==> src/rtl/magic_nmi_pkg.sv <==
// Shared types and constants for the Magic (NMI) button logic.
package magic_nmi_pkg;

  typedef enum logic [1:0] {
    IDLE,
    PENDING,
    MAPPED,
    RETN_ED
  } magic_state_t;

  localparam logic [15:0] MAGIC_NMI_VECTOR = 16'h0066;
  localparam logic [7:0]  OPCODE_ED_PREFIX = 8'hED;

  // Second byte of RETN and its undocumented aliases: ED 45/4D/55/5D/65/6D/75/7D.
  function automatic logic is_retn_opcode(input logic [7:0] op);
    return (op[7:6] == 2'b01) && (op[2:0] == 3'b101);
  endfunction

endpackage

==> src/rtl/m1_fetch_tracker.sv <==
// Tracks Z80 M1 opcode fetches: first cycle of a fetch, captured opcode,
// and a one-cycle strobe when the captured opcode is final (refresh phase).
module m1_fetch_tracker (
  input  logic       clkcpu,
  input  logic       rst_n,
  input  logic       clear,
  input  logic       m1,
  input  logic       mreq,
  input  logic       rd,
  input  logic       rfsh,
  input  logic [7:0] d,
  output logic       fetch_start,
  output logic       fetch_done,
  output logic [7:0] opcode
);

  logic fetch;
  logic fetch_q;

  assign fetch       = m1 & mreq & rd & ~rfsh;
  assign fetch_start = fetch & ~fetch_q;
  assign fetch_done  = fetch_q & rfsh;

  // The opcode keeps reloading while the fetch lasts so the last sampled byte wins.
  always_ff @(posedge clkcpu or negedge rst_n) begin
    if (!rst_n) begin
      fetch_q <= 1'b0;
      opcode  <= 8'h00;
    end else if (clear) begin
      fetch_q <= 1'b0;
      opcode  <= 8'h00;
    end else begin
      fetch_q <= fetch;
      if (fetch) begin
        opcode <= d;
      end
    end
  end

endmodule

==> src/rtl/magic_nmi.sv <==
// Magic button handler: button -> NMI request, magic ROM mapped from the
// 0x0066 fetch until a RETN-class instruction has been fetched.
module magic_nmi
  import magic_nmi_pkg::*;
#(
  parameter int NMI_TIMEOUT = 255,
  parameter int SYNC_STAGES = 2
) (
  input  logic        rst_n,
  input  logic        clkcpu,
  input  logic        n_rstcpu,
  input  logic        magic_button,
  input  logic        magic_enable,
  input  logic [15:0] a,
  input  logic [7:0]  d,
  input  logic        m1,
  input  logic        mreq,
  input  logic        rd,
  input  logic        rfsh,
  output logic        n_nmi,
  output logic        magic_map,
  output logic        magic_active
);

  localparam logic [7:0] TIMEOUT_COUNT = 8'(NMI_TIMEOUT);

  logic                   clear;
  logic [SYNC_STAGES-1:0] sync;
  logic                   sync_qq;
  logic [SYNC_STAGES:0]   sync_valid;
  logic                   press;

  logic                   fetch_start;
  logic                   fetch_done;
  logic [7:0]             opcode;

  magic_state_t           state;
  magic_state_t           next_state;
  logic [7:0]             count;
  logic [7:0]             count_next;
  logic                   n_nmi_next;
  logic                   map_next;

  assign clear = ~n_rstcpu;

  m1_fetch_tracker u_fetch (
    .clkcpu      (clkcpu),
    .rst_n       (rst_n),
    .clear       (clear),
    .m1          (m1),
    .mreq        (mreq),
    .rd          (rd),
    .rfsh        (rfsh),
    .d           (d),
    .fetch_start (fetch_start),
    .fetch_done  (fetch_done),
    .opcode      (opcode)
  );

  // sync_valid marks stages holding real post-reset samples, so a button
  // held through reset is not mistaken for a fresh press.
  always_ff @(posedge clkcpu or negedge rst_n) begin
    if (!rst_n) begin
      sync       <= '0;
      sync_qq    <= 1'b0;
      sync_valid <= '0;
    end else if (clear) begin
      sync       <= '0;
      sync_qq    <= 1'b0;
      sync_valid <= '0;
    end else begin
      sync       <= {sync[SYNC_STAGES-2:0], magic_button};
      sync_qq    <= sync[SYNC_STAGES-1];
      sync_valid <= {sync_valid[SYNC_STAGES-1:0], 1'b1};
    end
  end

  assign press = sync[SYNC_STAGES-1] & ~sync_qq & sync_valid[SYNC_STAGES] & magic_enable;

  always_ff @(posedge clkcpu or negedge rst_n) begin
    if (!rst_n) begin
      state        <= IDLE;
      count        <= 8'h00;
      n_nmi        <= 1'b1;
      magic_map    <= 1'b0;
      magic_active <= 1'b0;
    end else if (clear) begin
      state        <= IDLE;
      count        <= 8'h00;
      n_nmi        <= 1'b1;
      magic_map    <= 1'b0;
      magic_active <= 1'b0;
    end else begin
      state        <= next_state;
      count        <= (next_state == PENDING) ? count_next : 8'h00;
      n_nmi        <= n_nmi_next;
      magic_map    <= map_next;
      magic_active <= map_next;
    end
  end

  // Outputs are decoded from next_state so they change on the same edge as the state.
  always_comb begin
    next_state = state;
    count_next = 8'h00;
    case (state)
      IDLE: begin
        if (press) begin
          next_state = PENDING;
        end
      end
      PENDING: begin
        count_next = count + 8'd1;
        if (fetch_start && (a == MAGIC_NMI_VECTOR)) begin
          next_state = MAPPED;
        end else if (count_next == TIMEOUT_COUNT) begin
          next_state = IDLE;
        end
      end
      MAPPED: begin
        if (fetch_done && (opcode == OPCODE_ED_PREFIX)) begin
          next_state = RETN_ED;
        end
      end
      RETN_ED: begin
        if (fetch_done) begin
          if (is_retn_opcode(opcode)) begin
            next_state = IDLE;
          end else if (opcode == OPCODE_ED_PREFIX) begin
            next_state = RETN_ED;
          end else begin
            next_state = MAPPED;
          end
        end
      end
      default: next_state = IDLE;
    endcase
    n_nmi_next = (next_state != PENDING);
    map_next   = (next_state == MAPPED) || (next_state == RETN_ED);
  end

endmodule

==> config.mk <==
export PLATFORM = sky130hd
export DESIGN_NAME = magic_nmi
export DESIGN_NICKNAME = d
export VERILOG_FILES = /design/src/rtl/magic_nmi_pkg.sv /design/src/rtl/m1_fetch_tracker.sv /design/src/rtl/magic_nmi.sv
export SDC_FILE = /design/constraint.sdc
export NUM_CORES = 1
export LEC_CHECK = 0
export CAP_MARGIN = 15
export CORE_MARGIN = 5
export CORE_UTILIZATION = 35
export CTS_CLUSTER_DIAMETER = 80
export DETAILED_ROUTE_END_ITERATION = 8
export PLACE_DENSITY = 0.7
export SKIP_LAST_GASP = 1
export SYNTH_ARGS = -nofsm -noshare
export SYNTH_HDL_FRONTEND = slang
export SYNTH_HIERARCHICAL = 1
export SYNTH_SLANG_ARGS = --single-unit
==> constraint.sdc <==
create_clock -name clkcpu -period 1.5 [get_ports clkcpu]
set_input_delay 0.225 -clock clkcpu [delete_from_list [all_inputs] [get_ports clkcpu]]
set_output_delay 0.225 -clock clkcpu [all_outputs]
set_load 0.1 [all_outputs]
Word-level counts from Yosys, hierarchy flattened --
Index checks and enable logic that the tools add are counted.
Word-level totals: flip-flop bits (word level) 27, output and inout bits 3
Cells by class: reductions and logical operators 5, equality and inequality tests 13, add/subtract/negate cells 1, bitwise gates (word level) 11, mux-type cells 20
Operators with widths (number):
- two-way mux 8 bit | 5
- == test 16 x 7 -> 1 bit, second input constant | 1
- == test 8 bit, second input constant | 2
- two-way mux 2 bit | 8
- adder 8 x 1 -> 8 bit, second input constant | 1
- AND 1 bit | 8
- == test 2 bit, second input constant | 4
- case mux 2 bit (4 select lines) | 1
- == test 2 x 1 -> 1 bit, second input constant | 3
- two-way mux 1 bit | 5
- != test 2 x 1 -> 1 bit, second input constant | 2
- == test 3 bit, second input constant | 1
- logical AND 1 bit | 3
- two-way mux 3 bit | 1
- inverter 1 bit | 3
- logical NOT 2 bit | 1
- logical OR 1 bit | 1

Longest topological paths before layout --
depth after elaboration 10, depth in mapped cells 9, gate-level depth less buffers 7

Hierarchy --
The synthesis kept the hierarchy.
Modules (own cells, without submodules):
- magic_nmi | times used 1, area an instance 895.9 µm², cells an instance 89, sequential area each 451.7 µm²
- m1_fetch_tracker | times used 1, area an instance 451.7 µm², cells an instance 39, sequential area each 225.2 µm²

Worst setup path after synthesis --
OpenSTA, ideal clock, no wires.
kind in2reg, from input rfsh, to register state[0], path slack -95 ps, cell stages on the path 9, arrival 1470 ps, path buffers 2, data required time 1375 ps, library setup time 125 ps, cells stage by stage and4b_1 buf_6 and2b_1 nor4bb_1 nand2_1 nor2_1 a211o_1 buf_6 nand2_1
On the way: word-level cells in the longest chain between the ends 7, elaborated cells between the ends (all ways) 11
RTL lines:
- start, declared | RTL line magic_nmi.sv:19 | input logic rfsh,
- inverter 1 bit | RTL line m1_fetch_tracker.sv:20 | assign fetch = m1 & mreq & rd & ~rfsh;
- AND 1 bit | RTL line m1_fetch_tracker.sv:20
- AND 1 bit | RTL line m1_fetch_tracker.sv:21 | assign fetch_start = fetch & ~fetch_q;
- named net fetch_start | RTL line magic_nmi.sv:33 | logic fetch_start;
- logical AND 1 bit | RTL line magic_nmi.sv:114 | if (fetch_start && (a == MAGIC_NMI_VECTOR)) begin
- two-way mux 2 bit | RTL line magic_nmi.sv:114
- case mux 2 bit (4 select lines) | RTL line magic_nmi.sv:106 | case (state)
- two-way mux 2 bit | RTL line magic_nmi.sv:87 | end else if (clear) begin
- end signal, assigned | RTL line magic_nmi.sv:94 | state <= next_state;
- end, declared | RTL line magic_nmi.sv:37 | magic_state_t state;
The timed path passes the listed nets, and every way through them passes these cells. A chain may end at the register's enable or synchronous reset.

Worst setup path in the final report --
from register count[0], to register count[7]
On the way: word-level cells in the longest chain between the ends 8, elaborated cells between the ends (all ways) 9
RTL lines:
- start, declared | RTL line magic_nmi.sv:39 | logic [7:0] count;
- start signal, assigned | RTL line magic_nmi.sv:95 | count <= (next_state == PENDING) ? count_next : 8'h00;
- adder 8 x 1 -> 8 bit (*) | RTL line magic_nmi.sv:113 | count_next = count + 8'd1;
- == test 8 bit | RTL line magic_nmi.sv:116 | end else if (count_next == TIMEOUT_COUNT) begin
- two-way mux 2 bit | RTL line magic_nmi.sv:116
- two-way mux 2 bit | RTL line magic_nmi.sv:114
- case mux 2 bit (4 select lines) | RTL line magic_nmi.sv:106
- == test 2 x 1 -> 1 bit | RTL line magic_nmi.sv:95
- two-way mux 8 bit (*) | RTL line magic_nmi.sv:95
- two-way mux 8 bit (*) | RTL line magic_nmi.sv:87
Every way passes the cells marked *; elsewhere a longest branch is shown, timed or not.

==> flow_summary.yaml <==
outcome:
  status: "complete, but fails checks"
  violations: "setup timing"
setup_path:
  required_ns: 1.67
  cp-start-kind: "flip-flop"
  rr_endpoint: "count[7]"
  crit_arrival_ns: 1.87
  rrSetupSlack_ns: -0.20
  r2r_cells: 6
  critPathCaptureType: "flip-flop"
  critical_path_class: "flip-flop to flip-flop"
  crit_fanout: 5
  worstReg2RegStart: "count[0]"
cts:
  cts_buffer_depth: 2
  cts.sinks: 27
  hold_buffers: 0
  numCtsBuffers: 3
  tritoncts: "yes"
  cts-root-buf: "clkbuf_8"
  clk_pin_slew_ns: 0.09
  clock_latency_ns: 0.27
  htree_levels: 1
die:
  rows: 22
  pin_count: 36
  core_area_mm2: 0.00369
  die_h_um: 72.1
  die-area_mm2: 0.00519
  start_util_pct: 36.5
  die_w_um: 72.1
global_route:
  grt_pass1_wl_mm: 5.42
  grt_start_max_net_pins: 28
  grt_use_total_pct: 13.1
  grt_util_met1_pct: 15.7
  grtUsageMet3_pct: 2.08
  antenna_found_initial: 0
  gr-usage-met2_pct: 23.9
  grt-ovfl-total: 0
  grt_pass1_vias: 1182
  grt_busiest_layer: "met2"
pwr:
  switchingPower_uw: 277
  power.leakage_uw: 0.000846
  pwr-share-seq_pct: 56.9
  peakVddDrop_mv: 0.488
  swShare_pct: 21.2
  powerDensity_mw_per_mm2: 637
  combPwrFrac_pct: 11.9
  clkPwrFrac_pct: 31.2
  p_int_uw: 1030
synthesis:
  synth_common_cells: "dfrtp_1, nand2b_1, nor2_1"
  synth_area_per_cell_um2: 10.5
  synth_cell_type_count: 34
  synth_nets: 163
  yosys_register_bits: 27
  synth-edff-count: 0
  yosys_most_used_dff: "dfrtp_1"
  ys_warn_count: 6
  synth_area_mm2: 0.00135
  yosys.area.top_type: "dfrtp_1"
  ys_top_cells_by_area: "dfrtp_1, nand2b_1, mux2i_1"
  ys_seq_area_share_pct: 50.2
  yosysMostFrequentCell: "dfrtp_1"
  netlist.area_leader.share_pct: 48.3
  async_flop_share_pct: 100
  syn_inst: 128
placed_design:
  place_inst: 225
  hpwl_mm: 2.38
  port_buffers: 35
  post-place-ws_ns: -0.546
  place_congestion: 0.684
finish:
  nets: 220
  syn2layout_area_growth_pct: 52.5
  seqCellArea_um2: 681
  diodes: 0
  n_fill_cell: 352
  drive_gt1_share_pct: 24.5
  multi_input_comb_area_um2: 707
  final_util_pct: 55.7
  stdcell_count: 232
timing:
  rsz0062_at_grt: "yes"
  tightestPinTransition_ns: 0.345
  tns_ns: -2.03
  whs_ns: 0.324
  fin_crit_ns: 1.70
  maxSlewViolCount: 0
  layout_setup_ws_ns: -0.204
  hold_violations: 0
  layout_worst_path_cycle_share_pct: 114
  slew_headroom_pct: 77.0
  clock_skew_ns: 0.00462
  timing.fmax_mhz: 587
  finalSetupViolCount: 12
min_path:
  hp-class: "input pin to async pin"
drt:
  firstDrtPassIters: 2
  drcViolationCount: 0
  via_count: 1103
  wire_per_inst_um: 13.6
  drt-initial-drc-count: 51
  routed_wl_mm: 3.17
  routed_via_density: 4.75
  ant_nets: 0
run:
  max_cap_viol_count: 0
metrics by stage:
step	power, uW	instance area (um2)
final	1310	2050
after global placement	911	1910
after CTS	1320	2030
after global routing	1360	2050
after detailed placement	916	1910
after floorplan	794	1350
layer usage:
layer,wire [um],up-vias,share of wire (%)
li1,-,545,-
met1,1300,536,41
met2,1740,16,55
met3,72,6,2.3
met4,55,0,1.7
met5,0,-,0
sequential cells by signal (all words and copies together) (netlist names):
| signal | count |
|---|---|
| sync_valid | 3 |
| state | 2 |
| count | 8 |
| u_fetch/opcode | 8 |
| u_fetch/fetch_q | 1 |
| magic_active | 1 |
| n_nmi | 1 |
| sync | 2 |
| sync_qq | 1 |
cell families after synthesis:
kind of cell / synth area share [%]
simple gates: 29.3
flops: 50.2
compound gates: 5.01
mux: 5.94
xor+xnor: 4.55
buf+inv: 3.06
fa+ha+maj: 1.86
timing repair:
action	CTS	global route
gates cloned	1	0
setup buffers	1	1
endpoints found under the hold margin	0	0
endpoints found under the setup margin	12	12
pin swaps	17	15
resized for setup	15	7
area by class of cell:
class / instances / share of cell area, %
well taps: 48 / 2.92
multi-input cells: 96 / 34.4
clock inverters: 1 / 0.244
flip-flops and latches: 27 / 33.1
inverters: 2 / 0.365
clock buffers: 3 / 2.01
repair buffers: 55 / 26.9
worst max-delay path, stage by stage, from the launching register on:
cell and delay [ns]:
dfrtp_2 0.46, buf_6 0.14, and2_4 0.15, o31a_1 0.27
o22ai_1 0.26, a211o_1 0.26, nor2_1 0.06
power by group through the flow:
stage	clock network (uW)	registers (uW)	logic, uW
floorplan	0	759	34.7
global placement	0	758	152
detailed placement	0	759	157
CTS	418	745	157
global route	449	746	170
finish	408	744	156
worst max-delay path by stage:
stage	slack, ns	to	start
3_3_place_gp	-0.52	n_nmi	rfsh
4_1_cts	-0.18	n_nmi	count[0]
3_5_place_dp	-0.55	n_nmi	rfsh
2_1_floorplan	-0.06	state[0]	count[0]
6_report	-0.20	count[7]	count[0]
5_1_grt	-0.27	count[1]	count[0]
placed cells by master (no fill, tap or decap), types with 2 or more instances in the layout:
cell,netlist,routed
and2_1,7,5
and2_4,0,2
and2b_1,2,2
buf_12,0,4
buf_4,1,18
clkbuf_8,0,3
clkdlybuf4s50_1,0,28
dfrtp_1,26,23
dfrtp_2,0,3
dlymetal6s2s_1,0,3
ha_4,0,2
mux2i_1,8,8
nand2_1,9,9
nand2b_1,16,16
nand3_1,3,2
nand3b_1,2,2
nand4b_1,3,3
nor2_1,14,11
nor2_2,0,2
nor3_1,3,3
o21ai_0,2,2
or3b_1,2,2
xnor2_1,5,4
xor2_1,2,2
No activity file was read; power rests on OpenSTA's default activity.
